--- src/rtl/pattern_pkg.sv ---
// pattern_pkg: symbol encoding, serializer state encoding and length clamp
// shared by the pattern serializer and the BBCBC detector.
package pattern_pkg;

   localparam logic SYM_B = 1'b0;
   localparam logic SYM_C = 1'b1;

   localparam logic [1:0] IDLE       = 2'd0;
   localparam logic [1:0] SHIFT      = 2'd1;
   localparam logic [1:0] SHIFT_FULL = 2'd2;

   // A length of zero or beyond the word size means a full word.
   function automatic int clamp_len(input int len, input int width);
      return (len == 0 || len > width) ? width : len;
   endfunction

endpackage

--- src/rtl/pattern_ser_shreg.sv ---
// pattern_ser_shreg: loadable symbol shift register with remaining-symbol counter.
// PATTERN_SER_LSB_FIRST_EN selects data[0]-first emission; default is data[len-1]-first.
module pattern_ser_shreg
   import pattern_pkg::*;
#(
   parameter int WIDTH = 8,
   parameter int CNT_W = $clog2(WIDTH + 1)
) (
   input  logic             clk,
   input  logic             rst,
   input  logic             load,
   input  logic             shift,
   input  logic [WIDTH-1:0] din,
   input  logic [CNT_W-1:0] len,
   output logic             head,
   output logic [CNT_W-1:0] cnt
);

   logic [WIDTH-1:0] sr;
   logic [WIDTH-1:0] aligned;
   logic [WIDTH-1:0] shifted;

`ifdef PATTERN_SER_LSB_FIRST_EN
   always_comb begin
      aligned = din;
      shifted = {SYM_B, sr[WIDTH-1:1]};
      head    = sr[0];
   end
`else
   // Left-justify so data[len-1] sits at the head and bits above len fall off.
   always_comb begin
      aligned = din << (WIDTH - int'(len));
      shifted = {sr[WIDTH-2:0], SYM_B};
      head    = sr[WIDTH-1];
   end
`endif

   always_ff @(posedge clk or posedge rst)
      if (rst) begin
         sr  <= '0;
         cnt <= '0;
      end else if (load) begin
         sr  <= aligned;
         cnt <= len;
      end else if (shift) begin
         sr  <= shifted;
         cnt <= cnt - CNT_W'(1);
      end

endmodule

--- src/rtl/pattern_ser.sv ---
// pattern_ser: parallel-to-serial symbol feeder with a one-word holding buffer.
// Symbol order is set by PATTERN_SER_LSB_FIRST_EN (see pattern_ser_shreg).
module pattern_ser
   import pattern_pkg::*;
#(
   parameter  int WIDTH = 8,
   localparam int CNT_W = $clog2(WIDTH + 1)
) (
   input  logic             clk,
   input  logic             rst,
   input  logic [WIDTH-1:0] data_i,
   input  logic [CNT_W-1:0] len_i,
   input  logic             wvalid_i,
   output logic             wready_o,
   input  logic             hold_i,
   output logic             d_o,
   output logic             valid_o,
   output logic             last_o,
   output logic             busy_o
);

   logic [1:0]       state;
   logic [1:0]       state_nx;
   logic             active_v;
   logic             pend_v;
   logic [WIDTH-1:0] pend;
   logic [CNT_W-1:0] pend_len;
   logic [CNT_W-1:0] len_c;
   logic [CNT_W-1:0] cnt;
   logic             head;
   logic             emit;
   logic             last_emit;
   logic             accept;
   logic             take_new;
   logic             load;
   logic             pend_we;
   logic [WIDTH-1:0] ld_data;
   logic [CNT_W-1:0] ld_len;

   assign len_c    = CNT_W'(clamp_len(int'(len_i), WIDTH));
   assign active_v = state != IDLE;
   assign pend_v   = state == SHIFT_FULL;
   assign wready_o = ~pend_v;
   assign busy_o   = active_v;

   always_ff @(posedge clk or posedge rst)
      if (rst) state <= IDLE;
      else     state <= state_nx;

   always_comb
      state_nx = state == IDLE  ? (accept ? SHIFT : IDLE) :
                 state == SHIFT ? (last_emit ? (accept ? SHIFT : IDLE)
                                             : (accept ? SHIFT_FULL : SHIFT)) :
                 (last_emit ? SHIFT : SHIFT_FULL);

   // A new word bypasses the buffer when the active slot is free this edge.
   always_comb begin
      emit      = active_v & ~hold_i;
      last_emit = emit & (cnt == CNT_W'(1));
      accept    = wvalid_i & wready_o;
      take_new  = accept & (~active_v | last_emit);
      load      = take_new | (last_emit & pend_v);
      pend_we   = accept & ~take_new;
      ld_data   = take_new ? data_i : pend;
      ld_len    = take_new ? len_c : pend_len;
   end

   always_ff @(posedge clk or posedge rst)
      if (rst) begin
         pend     <= '0;
         pend_len <= '0;
      end else if (pend_we) begin
         pend     <= data_i;
         pend_len <= len_c;
      end

   always_ff @(posedge clk or posedge rst)
      if (rst) begin
         d_o     <= SYM_B;
         valid_o <= 1'b0;
         last_o  <= 1'b0;
      end else begin
         valid_o <= emit;
         last_o  <= last_emit;
         if (emit) d_o <= head;
      end

   pattern_ser_shreg #(.WIDTH(WIDTH), .CNT_W(CNT_W)) u_act (
      .clk   (clk),
      .rst   (rst),
      .load  (load),
      .shift (emit),
      .din   (ld_data),
      .len   (ld_len),
      .head  (head),
      .cnt   (cnt)
   );

endmodule

--- config.mk ---
export PLATFORM = sky130hd
export DESIGN_NAME = pattern_ser
export DESIGN_NICKNAME = d
export VERILOG_FILES = /design/src/rtl/pattern_pkg.sv /design/src/rtl/pattern_ser_shreg.sv /design/src/rtl/pattern_ser.sv
export SDC_FILE = /design/constraint.sdc
export NUM_CORES = 1
export LEC_CHECK = 0
export CAP_MARGIN = 20
export CORE_UTILIZATION = 60
export CTS_CLUSTER_SIZE = 10
export DETAILED_ROUTE_END_ITERATION = 6
export GPL_ROUTABILITY_DRIVEN = 0
export GPL_TIMING_DRIVEN = 0
export PLACE_DENSITY_LB_ADDON = 0.12
export SLEW_MARGIN = 0
export SYNTH_ARGS = -nofsm -noshare
export SYNTH_HDL_FRONTEND = slang
export SYNTH_SLANG_ARGS = --single-unit
--- constraint.sdc ---
create_clock -name clk -period 5.3 [get_ports clk]
set_input_delay 1.325 -clock clk [delete_from_list [all_inputs] [get_ports clk]]
set_output_delay 1.325 -clock clk [all_outputs]
set_load 0.05 [all_outputs]
Word level (Yosys, flattened, before mapping) --
Cells that the tools add are included. Widths: inputs -> output; s select.
Word-level totals: register bits 29, output and inout port bits 5
Operators by class: add/sub/neg operators 2, $lt $le $gt $ge 1, eq/ne operators 3, shifts and indexed selects 1, muxes and demuxes 13, bitwise gates (word level) 12, reductions and logical operators 5
Operators with widths (count):
- $shl 8x32->8 | 1
- $mux 8 | 3
- $mux 4 | 4
- $mux 2 | 5
- $and 1x1->1 | 6
- $sub 4x4->5 const A | 1
- $eq 4x1->1 const B | 1
- $gt 4x4->1 const B | 1
- $logic_not 4->1 | 1
- $not 1->1 | 4
- $reduce_bool 2->1 | 2
- $sub 4x1->4 const B | 1
- $eq 2x1->1 const B | 1
- $eq 2x2->1 const B | 1
- $logic_not 2->1 | 1
- $or 1x1->1 | 2
- $logic_or 1x1->1 | 1
- $mux 1 | 1

Logic depth before layout (Yosys ltp) --
depth in word-level cells 9, depth in mapped cells 14, gate-level depth less buffers 12

By module --
From an unflattened synthesis, not the netlist that was laid out.
Second synthesis, totals: cell total of the unflattened synthesis 183, area total of the unflattened synthesis 1881.8 um^2
By module, submodules not included:
- pattern_ser_shreg | instances 1, cells each 111, area an instance 968.4 um^2, sequential area each 300.3 um^2
- pattern_ser | instances 1, cells each 72, area an instance 913.4 um^2, sequential area each 425.4 um^2

Least setup slack after synthesis --
No wires, ideal clock.
path type input port to flip-flop, from in hold_i, to reg u_act.sr[6], setup time 0.124 ns, data arrival time 3.608 ns, data required time 5.176 ns, slack 1.568 ns, stages on the path 11, path through nor4b_1 > o211ai_1 > clkbuf_1 > o21a_1 > ha_1 > clkbuf_1 > o21ai_0 > o21ai_0 > a221o_1 > nor3_1 > a211o_1
On the way: word-level cells in the longest chain between the ends 9, elaborated cells between the ends (all ways) 13, those cells by class 1 x add/sub; 1 x shift; 3 x mux; 7 x bitwise; 1 x reduce/logical
RTL lines:
- from (decl) | RTL line pattern_ser.sv:15 | input logic hold_i,
- $not 1->1 (*) | RTL line pattern_ser.sv:58 | emit = active_v & ~hold_i;
- $and 1x1->1 (*) | RTL line pattern_ser.sv:58
- $and 1x1->1 | RTL line pattern_ser.sv:59 | last_emit = emit & (cnt == CNT_W'(1));
- $or 1x1->1 | RTL line pattern_ser.sv:61 | take_new = accept & (~active_v | last_emit);
- $and 1x1->1 | RTL line pattern_ser.sv:61
- $mux 4 | RTL line pattern_ser.sv:65 | ld_len = take_new ? len_c : pend_len;
- $sub 4x4->5 | RTL line pattern_ser_shreg.sv:32 | aligned = din << (WIDTH - int'(len));
- $shl 8x32->8 | RTL line pattern_ser_shreg.sv:32
- $mux 8 | RTL line pattern_ser_shreg.sv:42 | end else if (load) begin
- to (signal assigned) | RTL line pattern_ser_shreg.sv:43 | sr <= aligned;
- to (signal assigned) | RTL line pattern_ser_shreg.sv:46 | sr <= shifted;
- to (decl) | RTL line pattern_ser_shreg.sv:19 | logic [WIDTH-1:0] sr;
Mark *: on every way between the ends. The rest lies on a longest branch, timed or not. A chain may end at the register's enable or synchronous reset.

Worst setup path in the final report --
from in hold_i, to reg u_act.sr[2]
The elaborated chain is that of the path after synthesis.

==> out/results.txt <==
# hold bufs at CTS: 0
Final setup violation count: 0
Worst-Margin Slew: 699 ps
Routed wire length per instance: 15.2 um
Fin. max-slew vios: 0
Syn Inst Count: 228
Max Cap Violations: 0
Total congestion overflow: 0
Final hold vios: 0
Core area: 0.00310 mm2
Sequential Area: 726 um2
Syn_nets: 248
Root Buffer: clkbuf_4
Clock buffer depth: 2
Number of global-route vias before repair: 1,653
RSZ-0062 raised after global routing: no
Die width: 59.7 um
Post-route ant nets: 0
Startpoint types: input port
Port bufs: 20
Area growth from synthesis to layout: 16.9%
Most frequent cells in the layout: nand2_1 (31), dfrtp_1 (29), clkdlybuf4s50_1 (20)
Fin crit share: 0.845
Top-Level Pins: 21
Largest stage delay, worst path: 560 ps
Top Usage Layer GRT: met2
Crit path required time: 5500 ps
Slew HR: 0.534
Data arrival time of the worst path: 4680 ps
Drt initial violations: 172
Met1 Use GR: 0.381
Fmax: 223 MHz
Die area: 0.00356 mm2
GRT met2 Usage: 0.470
Distinct cells, synth: 47
N_diodes: 0
Minimum clock period after layout: 4480 ps
Die Ht: 59.7 um
Pwr Density: 652 mW/mm2
Synth area leader: dfrtp_1
Yosys warns: 0
Total CTS buffers: 5
Final nets: 276
Leakage power: 1.02 nW
Hold Crit Class: flip-flop to flip-flop
Overall Global Routing Usage: 0.293
TritonCTS clock tree: yes
Global-route met3 utilization: 0.0693
FFs w/ async S/R, synth: 1.00
Worst-Skew Late Latency: 340 ps
Multi-input logic area: 0.00116 mm2
H-tree depth: 2
Setup bufs post-CTS: 0
Row count: 20
Post-DP HPWL: 3360 um
Worst Clk Skew: 15.4 ps
Post-Syn Area per Cell: 8.75 um2
DP Cell Count: 292
Clock sink count: 29
Initial antenna violation count: 0
Fin Setup TNS: 0 ps
Top FF cell, synth: dfrtp_1
Seq/Total Area, Yosys: 0.364
DRT Wirelength: 4570 um
Largest net degree at the start of global routing: 30
#FFs+latches synth: 29
Post-cts repair resize count: 0
CP endpoint kind: flip-flop
Layout cells sized above 1: 0.105
Synthesized cell area: 0.00199 mm2
Drc violations: 0
Share of the synthesized area in the top cell type: 0.364
Clock-pin slew on the worst setup and hold paths: 110 ps
CP Cell Sequence: clkdlybuf4s50_1, nor4b_1, o211ai_1, clkbuf_1, nand2_1, o21a_1, ha_1, clkbuf_1, o21ai_0, o21ai_0, a221o_1, a2bb2oi_1, a21oi_2
Worst setup path class: input port to flip-flop
Status: finished, final reports clean
Max stage delay cell, worst path: o211ai_1
Fill cells: 249
First-pass GRT wire length: 7600 um
Starting Density: 0.643
Vias after detailed routing: 1,779
Worst-path fanout max: 10
First-pass DRT Iterations: 4
Synth top area cells: dfrtp_1 (36%), mux2i_1 (7.5%), mux2_2 (6.2%)
Vias/cell: 5.91
Post-synth EDFFs: 0
Maximum VDD drop: 0.000349 V
Commonest non-fill, non-tap cell in the layout: nand2_1
Cell Count, Final, Fillers Out: 301
-- final cells by class --
class	count	share of cell area
Buffer	12	0.0204
Timing Repair Buffer	21	0.0976
Sequential cell	29	0.311
Tap cell	44	0.0236
Multi-Input combinational cell	172	0.499
Clock inverter	3	0.00751
Clock buffer	5	0.0161
Inverter	15	0.0241
-- per-layer routing --
metal | up-vias | wire [um]
met4 | 0 | 86
met1 | 823 | 2060
met5 | - | 0
met3 | 8 | 257
li1 | 879 | -
met2 | 69 | 2170
-- cells by family after synthesis --
logic type	share of synthesized area
AOI/OAI and AO/OA	0.212
DFF	0.364
adders and majority gates	0.0251
and+or+nand+nor	0.176
muxes	0.149
buffers and inverters	0.0521
xor gates and xnor gates	0.0220
-- registers in the layout, summed over array words and instances, names as in the netlist --
signal	flops
valid_o	1
pend	8
last_o	1
u_act.sr	8
u_act.cnt	4
d_o	1
pend_len	4
state	2
-- critical path: cells and delay by family --
kind            cells  cell delay, ps
compound gates      7            1480
fa+ha+maj           1             350
buf+inv             3            1310
simple gates        2             200
-- Yosys cell counts (3+ instances only) --
library cell and instances:
mux2i_1 15, clkbuf_1 8, o21ai_0 19, nor4_1 4
nor2_1 15, nand3_1 3, nor3_1 6, mux2_2 11
inv_1 15, o21a_1 5, nand2b_1 5, dfrtp_1 29
a211oi_1 3, ha_1 4, xnor2_1 5, o211ai_1 4
a21oi_1 10, nand2_1 31
-- per-stage QoR --
stage,power [W],hold slack (ps),util,area [um2],setup slack (ps)
floorplan,0.00114,439,-,1990,1570
global placement,0.00134,450,0.725,2250,621
detailed placement,0.00137,455,0.725,2250,549
CTS,0.00150,480,0.743,2300,931
global route,0.00164,509,0.752,2330,529
finish,0.00152,483,0.752,2330,820
-- report_power, final --
group	internal [W]	leakage, nW	switching [W]
sequential	0.000328	0.358	0.0000738
combinational	0.000397	0.635	0.000592
clock	0.0000499	0.0310	0.0000810
-- path summary, 6_finish.rpt --
check | start | to | slack, ps | cells past startpoint
setup / recovery | hold_i | u_act.sr[2] | 820 | 13
hold / removal | u_act.sr[7] | d_o | 480 | 2
setup reg to reg | u_act.cnt[1] | u_act.sr[2] | 1610 | 14
hold reg to reg | u_act.sr[7] | d_o | 480 | 2
max in group asynchronous | rst | pend[3] | 3660 | 3
min in group asynchronous | rst | pend_len[1] | 1230 | 2
No activity file was read; power rests on OpenSTA's default activity.
